<file path="src/rtl/camera_crop_pkg.sv">
// camera_crop_pkg: shared FSM state, counter width and window compare
// for the raw-Bayer crop front-end.
package camera_crop_pkg;

  typedef enum logic [1:0] {
    SKIP  = 2'd0,
    WAIT  = 2'd1,
    FRAME = 2'd2
  } crop_state_e;

  localparam int CNT_W_DEF = 12;

  // 32-bit compare leaves headroom above CNT_W for lo+len.
  function automatic logic in_span(
    input logic [31:0] v,
    input logic [31:0] lo,
    input logic [31:0] len
  );
    return (v >= lo) && (v < lo + len);
  endfunction

endpackage

</file>
<file path="src/rtl/camera_sync_counter.sv">
// camera_sync_counter: x/y position counters, edge detect, line/frame
// length capture. In: fval, lval, cap_en. Out: x, y, edges, lengths.
module camera_sync_counter #(
  parameter int CNT_W = 12
) (
  input  logic             clk,
  input  logic             rst_n,
  input  logic             fval,
  input  logic             lval,
  input  logic             cap_en,
  output logic [CNT_W-1:0] x,
  output logic [CNT_W-1:0] y,
  output logic             fval_rise,
  output logic             fval_fall,
  output logic             lv_fall,
  output logic [CNT_W-1:0] line_len,
  output logic [CNT_W-1:0] frame_lines
);

  localparam logic [CNT_W-1:0] SAT = '1;
  localparam logic [CNT_W-1:0] ONE = 1;

  logic             lv;
  logic             lv_p_q, lv_p_d;
  logic             fval_p_q, fval_p_d;
  logic [CNT_W-1:0] x_q, x_d;
  logic [CNT_W-1:0] y_q, y_d;
  logic [CNT_W-1:0] len_q, len_d;
  logic [CNT_W-1:0] lines_q, lines_d;

  // lval outside fval is ignored entirely.
  assign lv        = lval & fval;
  assign lv_fall   = lv_p_q & ~lv;
  assign fval_rise = fval & ~fval_p_q;
  assign fval_fall = ~fval & fval_p_q;

  always_comb begin
    lv_p_d   = lv;
    fval_p_d = fval;
    x_d      = '0;
    if (lv) begin
      x_d = (x_q == SAT) ? x_q : x_q + ONE;
    end
    y_d = y_q;
    if (!fval) begin
      y_d = '0;
    end else if (lv_fall) begin
      y_d = (y_q == SAT) ? y_q : y_q + ONE;
    end
    len_d   = lv_fall ? x_q : len_q;
    lines_d = (fval_fall && cap_en) ? y_q : lines_q;
  end

  always_ff @(posedge clk or negedge rst_n) begin
    if (!rst_n) begin
      lv_p_q   <= 1'b0;
      fval_p_q <= 1'b0;
      x_q      <= '0;
      y_q      <= '0;
      len_q    <= '0;
      lines_q  <= '0;
    end else begin
      lv_p_q   <= lv_p_d;
      fval_p_q <= fval_p_d;
      x_q      <= x_d;
      y_q      <= y_d;
      len_q    <= len_d;
      lines_q  <= lines_d;
    end
  end

  assign x           = x_q;
  assign y           = y_q;
  assign line_len    = len_q;
  assign frame_lines = lines_q;

endmodule

</file>
<file path="src/rtl/camera_raw_window_crop.sv">
// camera_raw_window_crop: registers sensor pins, drops partial frames,
// crops a pixel/line window, regenerates fval/lval, reports status.
module camera_raw_window_crop
  import camera_crop_pkg::*;
#(
  parameter int DATA_W  = 12,
  parameter int CNT_W   = CNT_W_DEF,
  parameter int CROP_X0 = 16,
  parameter int CROP_Y0 = 8,
  parameter int CROP_W  = 800,
  parameter int CROP_H  = 480
) (
  input  logic              clk,
  input  logic              reset_n,
  input  logic              crop_en,
  input  logic [DATA_W-1:0] in_d,
  input  logic              in_fval,
  input  logic              in_lval,
  output logic [DATA_W-1:0] out_d,
  output logic              out_fval,
  output logic              out_lval,
  output logic [15:0]       frame_count,
  output logic [CNT_W-1:0]  last_line_len,
  output logic [CNT_W-1:0]  last_frame_lines,
  output logic              short_frame,
  output logic              short_line
);

  logic [DATA_W-1:0] d_q;
  logic              fval_q;
  logic              lval_q;
  logic              primed_q;

  crop_state_e state_q, state_d;
  logic        mode_q, mode_d;

  logic [DATA_W-1:0] out_d_q, out_d_d;
  logic              out_fval_q, out_fval_d;
  logic              out_lval_q, out_lval_d;
  logic [15:0]       cnt_q, cnt_d;
  logic              sf_q, sf_d;
  logic              sl_q, sl_d;

  logic [CNT_W-1:0] x, y;
  logic             fval_rise, fval_fall, lv_fall;
  logic             in_frame, act, md;
  logic             x_win, y_win, hit;

  assign in_frame = (state_q == FRAME);

  camera_sync_counter #(
    .CNT_W(CNT_W)
  ) u_cnt (
    .clk        (clk),
    .rst_n      (reset_n),
    .fval       (fval_q),
    .lval       (lval_q),
    .cap_en     (in_frame),
    .x          (x),
    .y          (y),
    .fval_rise  (fval_rise),
    .fval_fall  (fval_fall),
    .lv_fall    (lv_fall),
    .line_len   (last_line_len),
    .frame_lines(last_frame_lines)
  );

  // The rise cycle already counts as in-frame so latency stays fixed.
  assign act = in_frame || (state_q == WAIT && fval_rise);
  assign md  = in_frame ? mode_q : crop_en;

  assign x_win = in_span(32'(x), 32'(CROP_X0), 32'(CROP_W));
  assign y_win = in_span(32'(y), 32'(CROP_Y0), 32'(CROP_H));
  assign hit   = act && lval_q && fval_q && (!md || (x_win && y_win));

  always_comb begin
    state_d = state_q;
    mode_d  = mode_q;
    unique case (state_q)
      // primed_q keeps the reset value of fval_q from faking a gap.
      SKIP:    if (primed_q && !fval_q) state_d = WAIT;
      WAIT: begin
        if (fval_rise) begin
          state_d = FRAME;
          mode_d  = crop_en;
        end
      end
      FRAME:   if (fval_fall) state_d = WAIT;
      default: state_d = SKIP;
    endcase

    out_lval_d = hit;
    out_d_d    = hit ? d_q : '0;
    out_fval_d = act && fval_q && (!md || y_win);

    cnt_d = cnt_q;
    if (out_fval_q && !out_fval_d) cnt_d = cnt_q + 16'd1;

    sf_d = fval_fall && in_frame && mode_q &&
           in_span(32'(y), 32'd0, 32'(CROP_Y0 + CROP_H));
    sl_d = lv_fall && in_frame && mode_q && y_win &&
           in_span(32'(x), 32'd0, 32'(CROP_X0 + CROP_W));
  end

  always_ff @(posedge clk or negedge reset_n) begin
    if (!reset_n) begin
      d_q        <= '0;
      fval_q     <= 1'b0;
      lval_q     <= 1'b0;
      primed_q   <= 1'b0;
      state_q    <= SKIP;
      mode_q     <= 1'b0;
      out_d_q    <= '0;
      out_fval_q <= 1'b0;
      out_lval_q <= 1'b0;
      cnt_q      <= '0;
      sf_q       <= 1'b0;
      sl_q       <= 1'b0;
    end else begin
      d_q        <= in_d;
      fval_q     <= in_fval;
      lval_q     <= in_lval;
      primed_q   <= 1'b1;
      state_q    <= state_d;
      mode_q     <= mode_d;
      out_d_q    <= out_d_d;
      out_fval_q <= out_fval_d;
      out_lval_q <= out_lval_d;
      cnt_q      <= cnt_d;
      sf_q       <= sf_d;
      sl_q       <= sl_d;
    end
  end

  assign out_d       = out_d_q;
  assign out_fval    = out_fval_q;
  assign out_lval    = out_lval_q;
  assign frame_count = cnt_q;
  assign short_frame = sf_q;
  assign short_line  = sl_q;

endmodule

</file>
<file path="config.mk">
export PLATFORM = sky130hd
export DESIGN_NAME = camera_raw_window_crop
export DESIGN_NICKNAME = d
export VERILOG_FILES = /design/src/rtl/camera_crop_pkg.sv /design/src/rtl/camera_sync_counter.sv /design/src/rtl/camera_raw_window_crop.sv
export SDC_FILE = /design/constraint.sdc
export NUM_CORES = 1
export LEC_CHECK = 0
export ABC_CLOCK_PERIOD_IN_PS = 2500
export BUFFER_PORTS_ARGS = -buffer_cell sky130_fd_sc_hd__clkbuf_2
export CORE_AREA = 4 4 91 93
export CTS_BUF_LIST = sky130_fd_sc_hd__clkbuf_8
export DETAILED_ROUTE_END_ITERATION = 12
export DIE_AREA = 0 0 95 97
export GPL_TIMING_DRIVEN = 1
export PLACE_DENSITY_LB_ADDON = 0.15
export SYNTH_ARGS = -nofsm -noshare
export SYNTH_HDL_FRONTEND = slang
export SYNTH_HIERARCHICAL = 1
export SYNTH_SLANG_ARGS = --single-unit
export TNS_END_PERCENT = 50
</file>
<file path="constraint.sdc">
create_clock -name clk -period 2.5 [get_ports clk]
set_input_delay 0.75 -clock clk [delete_from_list [all_inputs] [get_ports clk]]
set_output_delay 0.75 -clock clk [all_outputs]
set_load 0.03 [all_outputs]
</file>
Word-level counts from Yosys, hierarchy flattened. Cells that the tools add are included.

Add/subtract/negate cells: 3. Equality and inequality tests: 10. Bitwise gates (word level): 7. $lt $le $gt $ge: 4. Reduce and logical (&&, ||, !) cells: 28. Mux-type cells: 11.

Operators with widths (count): 12-bit 2-to-1 mux (6); 12-bit by 1-bit adder with 12-bit output (second input constant) (2); 12-bit equality test (second input constant) (2); 1-bit logical AND (18); 16-bit by 1-bit adder with 16-bit output (second input constant) (1); 12-bit by 4-bit greater-or-equal comparator with 1-bit output (second input constant) (1); 12-bit by 5-bit greater-or-equal comparator with 1-bit output (second input constant) (1); 12-bit by 10-bit < comparator with 1-bit output (second input constant) (1); 12-bit by 9-bit < comparator with 1-bit output (second input constant) (1); 2-bit != test (second input constant) (4); 2-bit 2-to-1 mux (3); 2-bit one-hot mux with 3 select lines (1); 1-bit bitwise AND (4); 2-bit by 1-bit != test with 1-bit output (second input constant) (2); 2-bit AND reduction (2); 1-bit zero test (3); 1-bit logical OR (3); 1-bit inverter (3); 3-bit AND reduction (1); 2-bit by 1-bit equality test with 1-bit output (second input constant) (1); 2-bit equality test (second input constant) (1); 2-bit zero test (1); 1-bit 2-to-1 mux (1).

Word-level logic and storage cells: 81. Output and inout bits: 56. Input bits: 17. Register bits after elaboration: 100.

Logic depth before layout (Yosys ltp). Gate-level depths: netlist of run 1.

Depth in word-level cells: 8. Depth in mapped cells: 9. Depth with buffers taken out: 7.

Hierarchy. The synthesis of run 1 kept the hierarchy.

By module, submodules not included: camera_sync_counter (sequential area each 1251.2 sq um, times used 1, cells each 189, area an instance 2237.1 sq um); camera_raw_window_crop (sequential area each 1251.2 sq um, times used 1, cells each 157, area an instance 1981.9 sq um).

Worst setup path after synthesis of run 1. Ideal clock, no wire load.

Path kind: register to register. Start point: reg fval_q. End point: reg cnt_q[1], in the netlist frame_count[1]. Cell stages (with the launch flop): 9. Arrival: 2.068 ns. Setup slack: 0.304 ns. Clock period less this slack: 2.196 ns. Library setup time: 0.128 ns. Data required time: 2.372 ns. Path buffers: 2. Cells stage by stage: dfrtp_1 > buf_6 > clkinv_1 > nor2_1 > and4b_4 > nor2_4 > o311ai_4 > buf_6 > mux2_1.

Cells in the longest elaborated chain, start to end: 7.

Ends and longest elaborated chain: from (decl) (RTL line camera_raw_window_crop.sv:30) `logic fval_q;`; from (signal assigned) (RTL line camera_raw_window_crop.sv:121) `fval_q <= in_fval;`; 1-bit bitwise AND (RTL line camera_sync_counter.sv:34) `assign fval_rise = fval & ~fval_p_q;`; via fval_rise (RTL line camera_raw_window_crop.sv:45) `logic fval_rise, fval_fall, lv_fall;`; 1-bit logical AND (RTL line camera_raw_window_crop.sv:69) `assign act = in_frame || (state_q == WAIT && fval_rise);`; 1-bit logical OR (RTL line camera_raw_window_crop.sv:69); 1-bit logical AND (2 in series) (RTL line camera_raw_window_crop.sv:94) `out_fval_d = act && fval_q && (!md || y_win);`; 1-bit zero test (RTL line camera_raw_window_crop.sv:97) `if (out_fval_q && !out_fval_d) cnt_d = cnt_q + 16'd1;`; 1-bit logical AND (RTL line camera_raw_window_crop.sv:97); to (signal assigned) (RTL line camera_raw_window_crop.sv:129) `cnt_q <= cnt_d;`; to (decl) (RTL line camera_raw_window_crop.sv:40) `logic [15:0] cnt_q, cnt_d;`.

The timed path passes the listed nets, and every way through them passes these cells. A chain may end at the register's enable or synchronous reset.

Final worst setup path of run 1. Ends and elaborated chain as after synthesis.

==> Flow_metrics.wiki, run 1 <==
{| class="wikitable"
! Metric !! Value
|-
| Outcome || complete, no violations
|-
| Total power density per cell area || 648 mW/mm2
|-
| Sequential area share after synthesis || 0.593
|-
| Buffer levels on the longest clock path || 2
|-
| Clock skew || 0.0149 ns
|-
| Setup TNS || 0 ns
|-
| CORE AREA || 0.00753 mm2
|-
| Area of the multi-input gates || 0.00159 mm2
|-
| Final worst path period share || 0.823
|-
| Core Rows || 32
|-
| Most common library cell in the layout ignoring fill and taps || sky130_fd_sc_hd__dfrtp_1
|-
| Critical path peak fanout || 16
|-
| Kind of start point of the critical path || flip-flop
|-
| Initial core utilization || 0.561
|-
| Height of the die || 97 um
|-
| Die Area || 0.00922 mm2
|-
| Initial DRC count || 171
|-
| I/O pin total || 73
|-
| Fill cell count || 630
|-
| Final weighted congestion in routability-driven placement || 0.801
|-
| Post-Synthesis Cells || 346
|-
| Unrepaired setup endpoints after global routing || false
|-
| Worst Path Required || 2.76 ns
|-
| Worst-case headroom to the max-slew limit || 0.451
|-
| Arrival time worst endpoint || 2.31 ns
|-
| Clk sinks || 100
|-
| Buffer cell driving the clock tree root || sky130_fd_sc_hd__clkbuf_8
|-
| Final ANT Viol Nets || 0
|-
| First-pass GRT wire length || 13400 um
|-
| Setup Viol. Count Final || 0
|-
| Number of buffers inserted by post-CTS setup repair || 0
|-
| Worst setup path class || reg -> reg
|-
| Clock network latency to the later pin of the worst-skew pair || 0.38 ns
|-
| Fraction of registers with async set/reset || 1.00
|-
| Proportion of layout cells with a drive suffix above 1 || 0.310
|-
| Post-Syn Area || 0.00422 mm2
|-
| Most used cells in the layout excluding fill and tap cells || 100 x sky130_fd_sc_hd__dfrtp_1, 71 x sky130_fd_sc_hd__clkbuf_2, 24 x sky130_fd_sc_hd__nor2_1
|-
| Mean area per synthesized cell || 12.2 um2
|-
| Drt wl/cell || 14.7 um
|-
| CTS buffer count || 9
|-
| Achievable frequency || 486 MHz
|-
| Maximum number of pins on one net before global-route repair || 43
|-
| Maxcap violations || 0
|-
| Grt ovf || 0
|-
| Number of gates resized after CTS || 0
|-
| Final Routed Wirelength || 7870 um
|-
| Remaining design rule violation count || 0
|-
| Maximum level of the CTS H-tree || 3
|-
| Leakage power || 2.46 nW
|-
| Initial antenna violation count || 0
|-
| Slew at the pin closest to its max-slew limit || 0.820 ns
|-
| Length of the first detailed-routing pass in iterations || 5
|-
| Vias after detailed routing || 2869
|-
| Number of library cell types mapped by synthesis || 58
|-
| Total of flip-flops plus latches after synthesis || 100
|-
| Syn_nets || 366
|-
| Path category of the worst min-delay check || in -> async
|-
| IR Drop Worst-Case VDD || 0.389 mV
|-
| Hold buffers post-CTS || 0
|-
| Number of global-route vias before repair || 2804
|-
| Post-DP HPWL || 5640 um
|-
| Antenna Cells || 0
|-
| Post-route worst hold slack || 0.214 ns
|-
| Via density per instance || 5.37
|-
| Clock tree from TritonCTS || yes
|-
| Sequential cell area || 0.00250 mm2
|-
| Total of buffers placed on input and output ports || 72
|-
| EDFF count, synth || 0
|-
| Post-route minimum period || 2.06 ns
|-
| # nets final || 447
|-
| Total global routing track utilization || 0.185
|-
| Critical Path Sink Type || flip-flop
|-
| Slew Limit Fails || 0
|-
| Clock slew at the register clock pins of the worst setup and hold paths || 0.10 ns
|-
| Warnings from Yosys || 6
|-
| Horiz. Die Dim || 95 um
|-
| Area delta synth->final || 16.1%
|-
| Final hold viol count || 0
|-
| Predominant post-synthesis flop cell || sky130_fd_sc_hd__dfrtp_1
|}
layout make-up:
type,instances,share of cell area
clock inverter,7,0.0138
timing repair buffer,79,0.0874
sequential,100,0.511
clock buffer,9,0.0253
multi-input combinational,222,0.324
inverter,15,0.0125
tap,102,0.0261
state kept, by name, indices dropped and copies added (netlist names), 2 cells and up:
register / cells
d_q: 12
frame_count: 16
out_d: 12
state_q: 2
u_cnt/frame_lines: 12
u_cnt/line_len: 12
u_cnt/x: 12
u_cnt/y: 12
Yosys cell counts, types with 2 or more instances:
cell                       number  share of area
sky130_fd_sc_hd__a211oi_1       2         0.0036
sky130_fd_sc_hd__a21oi_1       11          0.013
sky130_fd_sc_hd__a31oi_1        6         0.0089
sky130_fd_sc_hd__and2_1        13          0.019
sky130_fd_sc_hd__and3_1         8          0.012
sky130_fd_sc_hd__and4_1         2         0.0042
sky130_fd_sc_hd__buf_6          4          0.011
sky130_fd_sc_hd__clkbuf_1       3         0.0027
sky130_fd_sc_hd__dfrtp_1      100           0.59
sky130_fd_sc_hd__ha_1           3         0.0089
sky130_fd_sc_hd__inv_1         13          0.012
sky130_fd_sc_hd__mux2_2        22          0.059
sky130_fd_sc_hd__mux2i_1        4         0.0095
sky130_fd_sc_hd__nand2_1       21          0.019
sky130_fd_sc_hd__nand2b_1       2         0.0030
sky130_fd_sc_hd__nand3_1       14          0.017
sky130_fd_sc_hd__nand4_1        4         0.0059
sky130_fd_sc_hd__nor2_1        24          0.021
sky130_fd_sc_hd__nor2b_1        2         0.0030
sky130_fd_sc_hd__nor3_1         8         0.0095
sky130_fd_sc_hd__nor3_2         3         0.0071
sky130_fd_sc_hd__nor4_1         3         0.0044
sky130_fd_sc_hd__nor4_2         2         0.0059
sky130_fd_sc_hd__o21a_1         2         0.0036
sky130_fd_sc_hd__o21ai_0       11          0.013
sky130_fd_sc_hd__o21ai_1        4         0.0047
sky130_fd_sc_hd__o31ai_1        2         0.0036
sky130_fd_sc_hd__or3_1          6         0.0089
sky130_fd_sc_hd__or4_1          2         0.0036
sky130_fd_sc_hd__xnor2_1        7          0.015
sky130_fd_sc_hd__xor2_1        11          0.023
final timing paths:
kind	slack [ns]	endpoint	startpoint	cells past startpoint
setup reg to reg	0.44	frame_count[1]$_DFFE_PN0P_	fval_q$_DFF_PN0_	7
setup / recovery	0.44	frame_count[1]$_DFFE_PN0P_	fval_q$_DFF_PN0_	7
max in group asynchronous	1.72	u_cnt/line_len[1]$_DFFE_PN0P_	reset_n	2
hold / removal	0.21	u_cnt/frame_lines[6]$_DFFE_PN0P_	reset_n	1
min in group clk	0.45	out_d[0]$_DFF_PN0_	d_q[0]$_DFF_PN0_	1
hold reg to reg	0.45	out_d[0]$_DFF_PN0_	d_q[0]$_DFF_PN0_	1
critical path: stages, from the launching register on:
cell and delay [ns]:
sky130_fd_sc_hd__dfrtp_1 0.45, sky130_fd_sc_hd__clkinv_1 0.11, sky130_fd_sc_hd__nor2_1 0.20, sky130_fd_sc_hd__and4b_4 0.30, sky130_fd_sc_hd__nor2_4 0.06, sky130_fd_sc_hd__o311ai_4 0.22
sky130_fd_sc_hd__buf_4 0.27, sky130_fd_sc_hd__mux2_1 0.33
per-stage QoR:
| stage | total power [mW] | setup slack [ns] | utilization | cell area (um2) | instances |
|---|---|---|---|---|---|
| floorplan | 2.06 | 0.304 | - | 4220 | 346 |
| global placement | 2.19 | 0.410 | 0.625 | 4710 | 518 |
| detailed placement | 2.20 | 0.341 | 0.625 | 4710 | 518 |
| CTS | 3.20 | 0.400 | 0.651 | 4900 | 534 |
| global route | 3.32 | 0.309 | 0.651 | 4900 | 534 |
| finish | 3.17 | 0.443 | 0.651 | 4900 | 534 |
logic make-up after synthesis:
group | Yosys count | synth area share
multiplexers | 27 | 0.0709
other | 1 | 0.000889
buffers and inverters | 24 | 0.0308
adder cells (fa/ha/maj) | 3 | 0.00890
AO/OA/AOI/OAI | 51 | 0.0899
AND/OR/NAND/NOR | 122 | 0.168
flip-flops | 100 | 0.593
XOR/XNOR | 18 | 0.0374
routing by layer:
layer,part of all wire,GRT usage
met5,0,0
met4,0.015,0.0699
met3,0.053,0.0319
met2,0.48,0.293
met1,0.45,0.254
where the power goes:
| part | total (mW) | internal, mW | leakage [nW] | switching, mW |
|---|---|---|---|---|
| logic | 0.388 | 0.141 | 1.03 | 0.247 |
| registers | 1.77 | 1.70 | 1.33 | 0.0765 |
| clock network | 1.01 | 0.390 | 0.0997 | 0.621 |
Power figures use the tool's default switching activity.
==> inputs of run 2 (changes only) <==
--- a/config.mk
+++ b/config.mk
@@ -5,7 +5,7 @@
 export SDC_FILE = /design/constraint.sdc
 export NUM_CORES = 1
 export LEC_CHECK = 0
-export ABC_CLOCK_PERIOD_IN_PS = 2500
+export ABC_CLOCK_PERIOD_IN_PS = 1900
 export BUFFER_PORTS_ARGS = -buffer_cell sky130_fd_sc_hd__clkbuf_2
 export CORE_AREA = 4 4 91 93
 export CTS_BUF_LIST = sky130_fd_sc_hd__clkbuf_8
==> constraint.sdc (replaced) <==
create_clock -name clk -period 1.9 [get_ports clk]
set_input_delay 0.57 -clock clk [delete_from_list [all_inputs] [get_ports clk]]
set_output_delay 0.57 -clock clk [all_outputs]
set_load 0.03 [all_outputs]
==> run 2 against run 1 <==
Effect of this change: highest routed layer unchanged; via count up 3.7%; hold slack improved by 0.024 ns; count of clock-buffer cells in the layout is the same.
==> Flow_metrics.wiki, run 2 (same netlist as run 1, synthesis figures left out) <==
{| class="wikitable"
! Metric !! Value
|-
| Outcome || complete, no violations
|-
| Clk sinks || 100
|-
| Leakage power || 2.60 nW
|-
| Kind of start point of the critical path || flip-flop
|-
| Maximum number of pins on one net before global-route repair || 101
|-
| Area delta synth->final || 21.9%
|-
| Buffer cell driving the clock tree root || sky130_fd_sc_hd__clkbuf_8
|-
| Initial core utilization || 0.561
|-
| Worst Path Required || 2.15 ns
|-
| Number of flip-flops in the largest register || 16
|-
| Achievable frequency || 546 MHz
|-
| Clock skew || 0.0124 ns
|-
| Final ANT Viol Nets || 0
|-
| Final Routed Wirelength || 8150 um
|-
| CTS buffer count || 9
|-
| Maxcap violations || 0
|-
| Clock slew at the register clock pins of the worst setup and hold paths || 0.11 ns
|-
| Length of the first detailed-routing pass in iterations || 4
|-
| Seq pwr share || 0.538
|-
| Total global routing track utilization || 0.194
|-
| Critical path peak fanout || 9
|-
| Logic gate share of total power || 0.131
|-
| Most common library cell in the layout ignoring fill and taps || sky130_fd_sc_hd__dfrtp_1
|-
| Total of buffers placed on input and output ports || 72
|-
| Height of the die || 97 um
|-
| Vias after detailed routing || 2974
|-
| Final weighted congestion in routability-driven placement || 0.829
|-
| Switching pwr || 1.23 mW
|-
| IR Drop Worst-Case VDD || 0.467 mV
|-
| Worst-case headroom to the max-slew limit || 0.655
|-
| Initial antenna violation count || 0
|-
| CORE AREA || 0.00753 mm2
|-
| Maximum level of the CTS H-tree || 3
|-
| Unrepaired setup endpoints after global routing || true
|-
| Final worst path period share || 0.965
|-
| Int Pwr || 3.10 mW
|-
| Initial DRC count || 100
|-
| Die Area || 0.00922 mm2
|-
| Final worst-path setup slack || 0.0674 ns
|-
| Horiz. Die Dim || 95 um
|-
| Non-Filler Cell Area, Final || 0.00514 mm2
|-
| Cell Area, Placed || 0.00489 mm2
|-
| Post-route minimum period || 1.83 ns
|-
| Setup Viol. Count Final || 0
|-
| Via density per instance || 5.34
|-
| Met3 WL || 477 um
|-
| Hold buffers post-CTS || 0
|-
| Most used cells in the layout excluding fill and tap cells || 99 x sky130_fd_sc_hd__dfrtp_1, 71 x sky130_fd_sc_hd__clkbuf_2, 28 x sky130_fd_sc_hd__buf_4
|-
| Final hold viol count || 0
|-
| Fill cell count || 598
|-
| Remaining design rule violation count || 0
|-
| Setup TNS || 0 ns
|-
| Buffer levels on the longest clock path || 2
|-
| Clock network latency to the later pin of the worst-skew pair || 0.37 ns
|-
| Sum of met2 wire segment lengths after detailed routing || 3960 um
|-
| Total Power Consumption || 4.33 mW
|-
| Arrival time worst endpoint || 2.09 ns
|-
| Slew Limit Fails || 0
|-
| Post-DP HPWL || 5790 um
|-
| Reg2reg path depth || 8
|-
| Clock tree from TritonCTS || yes
|-
| Post-route worst hold slack || 0.238 ns
|-
| Met1 routed wirelength after detailed routing || 3640 um
|-
| Pre-CTS WS || -0.0159 ns
|-
| # nets final || 470
|-
| Worst setup path class || reg -> reg
|-
| Proportion of layout cells with a drive suffix above 1 || 0.363
|-
| Part of the power in the clock network || 0.331
|-
| Path category of the worst min-delay check || in -> async
|-
| Switching power as a share of total power || 0.285
|-
| Drt wl/cell || 14.6 um
|-
| Core Rows || 32
|-
| Number of global-route vias before repair || 2961
|-
| Max layer used || met4
|-
| Antenna Cells || 0
|-
| Slew at the pin closest to its max-slew limit || 0.517 ns
|-
| Total power density per cell area || 842 mW/mm2
|-
| I/O pin total || 73
|-
| Critical Path Sink Type || flip-flop
|-
| Grt ovf || 0
|-
| First-pass GRT wire length || 14100 um
|}
[run 2: changes by cell type in the layout (fill, tap and decap cells not counted), sizes merged]
cell	before	now
bufinv	0	1
inv	18	17
buf	8	31
[run 2: layer usage]
| metal | vias to the layer above | global-route usage |
|---|---|---|
| li1 | 1425 | - |
| met2 | 84 | 0.301 |
| met1 | 1458 | 0.268 |
| met3 | 7 | 0.0537 |
| met4 | 0 | 0.0533 |
| met5 | - | 0 |
[run 2: per-stage QoR]
step | utilization | instances
after global routing | 0.684 | 557
after floorplan | - | 346
after CTS | 0.680 | 556
after global placement | 0.650 | 540
final | 0.684 | 557
after detailed placement | 0.650 | 540
[run 2: power groups by stage]
stage	logic, mW	clock network (mW)	registers (mW)
6_report	0.566	1.43	2.33
3_5_place_dp	0.559	0	2.38
2_1_floorplan	0.263	0	2.46
5_1_grt	0.621	1.59	2.35
3_3_place_gp	0.546	0	2.37
4_1_cts	0.562	1.48	2.33
[run 2: layout make-up]
type / count / area [um2] / share of cell area
Clock inverter: 7 / 92.6 / 0.0180
Clock buffer: 9 / 124 / 0.0241
Inverter: 15 / 73.8 / 0.0143
Multi-Input combinational cell: 222 / 1620 / 0.314
Sequential cell: 100 / 2500 / 0.487
Tap cell: 102 / 128 / 0.0248
Timing Repair Buffer: 102 / 608 / 0.118
[run 2: what timing repair did]
item / in CTS / in global routing
setup endpoints to repair: 10 / 26
pin swaps: 1 / 2
gates resized for setup: 2 / 7
setup buffers: 0 / 1
[run 2: worst max-delay path, cell delays in order, from the launching register on]
cell,delay (ns)
sky130_fd_sc_hd__dfrtp_2,0.46
sky130_fd_sc_hd__clkinv_8,0.06
sky130_fd_sc_hd__nor2_4,0.09
sky130_fd_sc_hd__and4b_4,0.28
sky130_fd_sc_hd__nor2_4,0.05
sky130_fd_sc_hd__o311ai_4,0.38
sky130_fd_sc_hd__buf_6,0.20
sky130_fd_sc_hd__nor3_1,0.07
sky130_fd_sc_hd__xor2_1,0.14
[run 2: worst paths after layout]
path / from / to / slack [ns]
setup reg to reg: fval_q$_DFF_PN0_ / frame_count[12]$_DFFE_PN0P_ / 0.07
hold reg to reg: d_q[11]$_DFF_PN0_ / out_d[11]$_DFF_PN0_ / 0.45
min in group clk: in_d[5] / d_q[5]$_DFF_PN0_ / 0.30
hold / removal: reset_n / u_cnt/frame_lines[6]$_DFFE_PN0P_ / 0.24
setup / recovery: fval_q$_DFF_PN0_ / frame_count[12]$_DFFE_PN0P_ / 0.07
max in group asynchronous: reset_n / fval_q$_DFF_PN0_ / 1.25
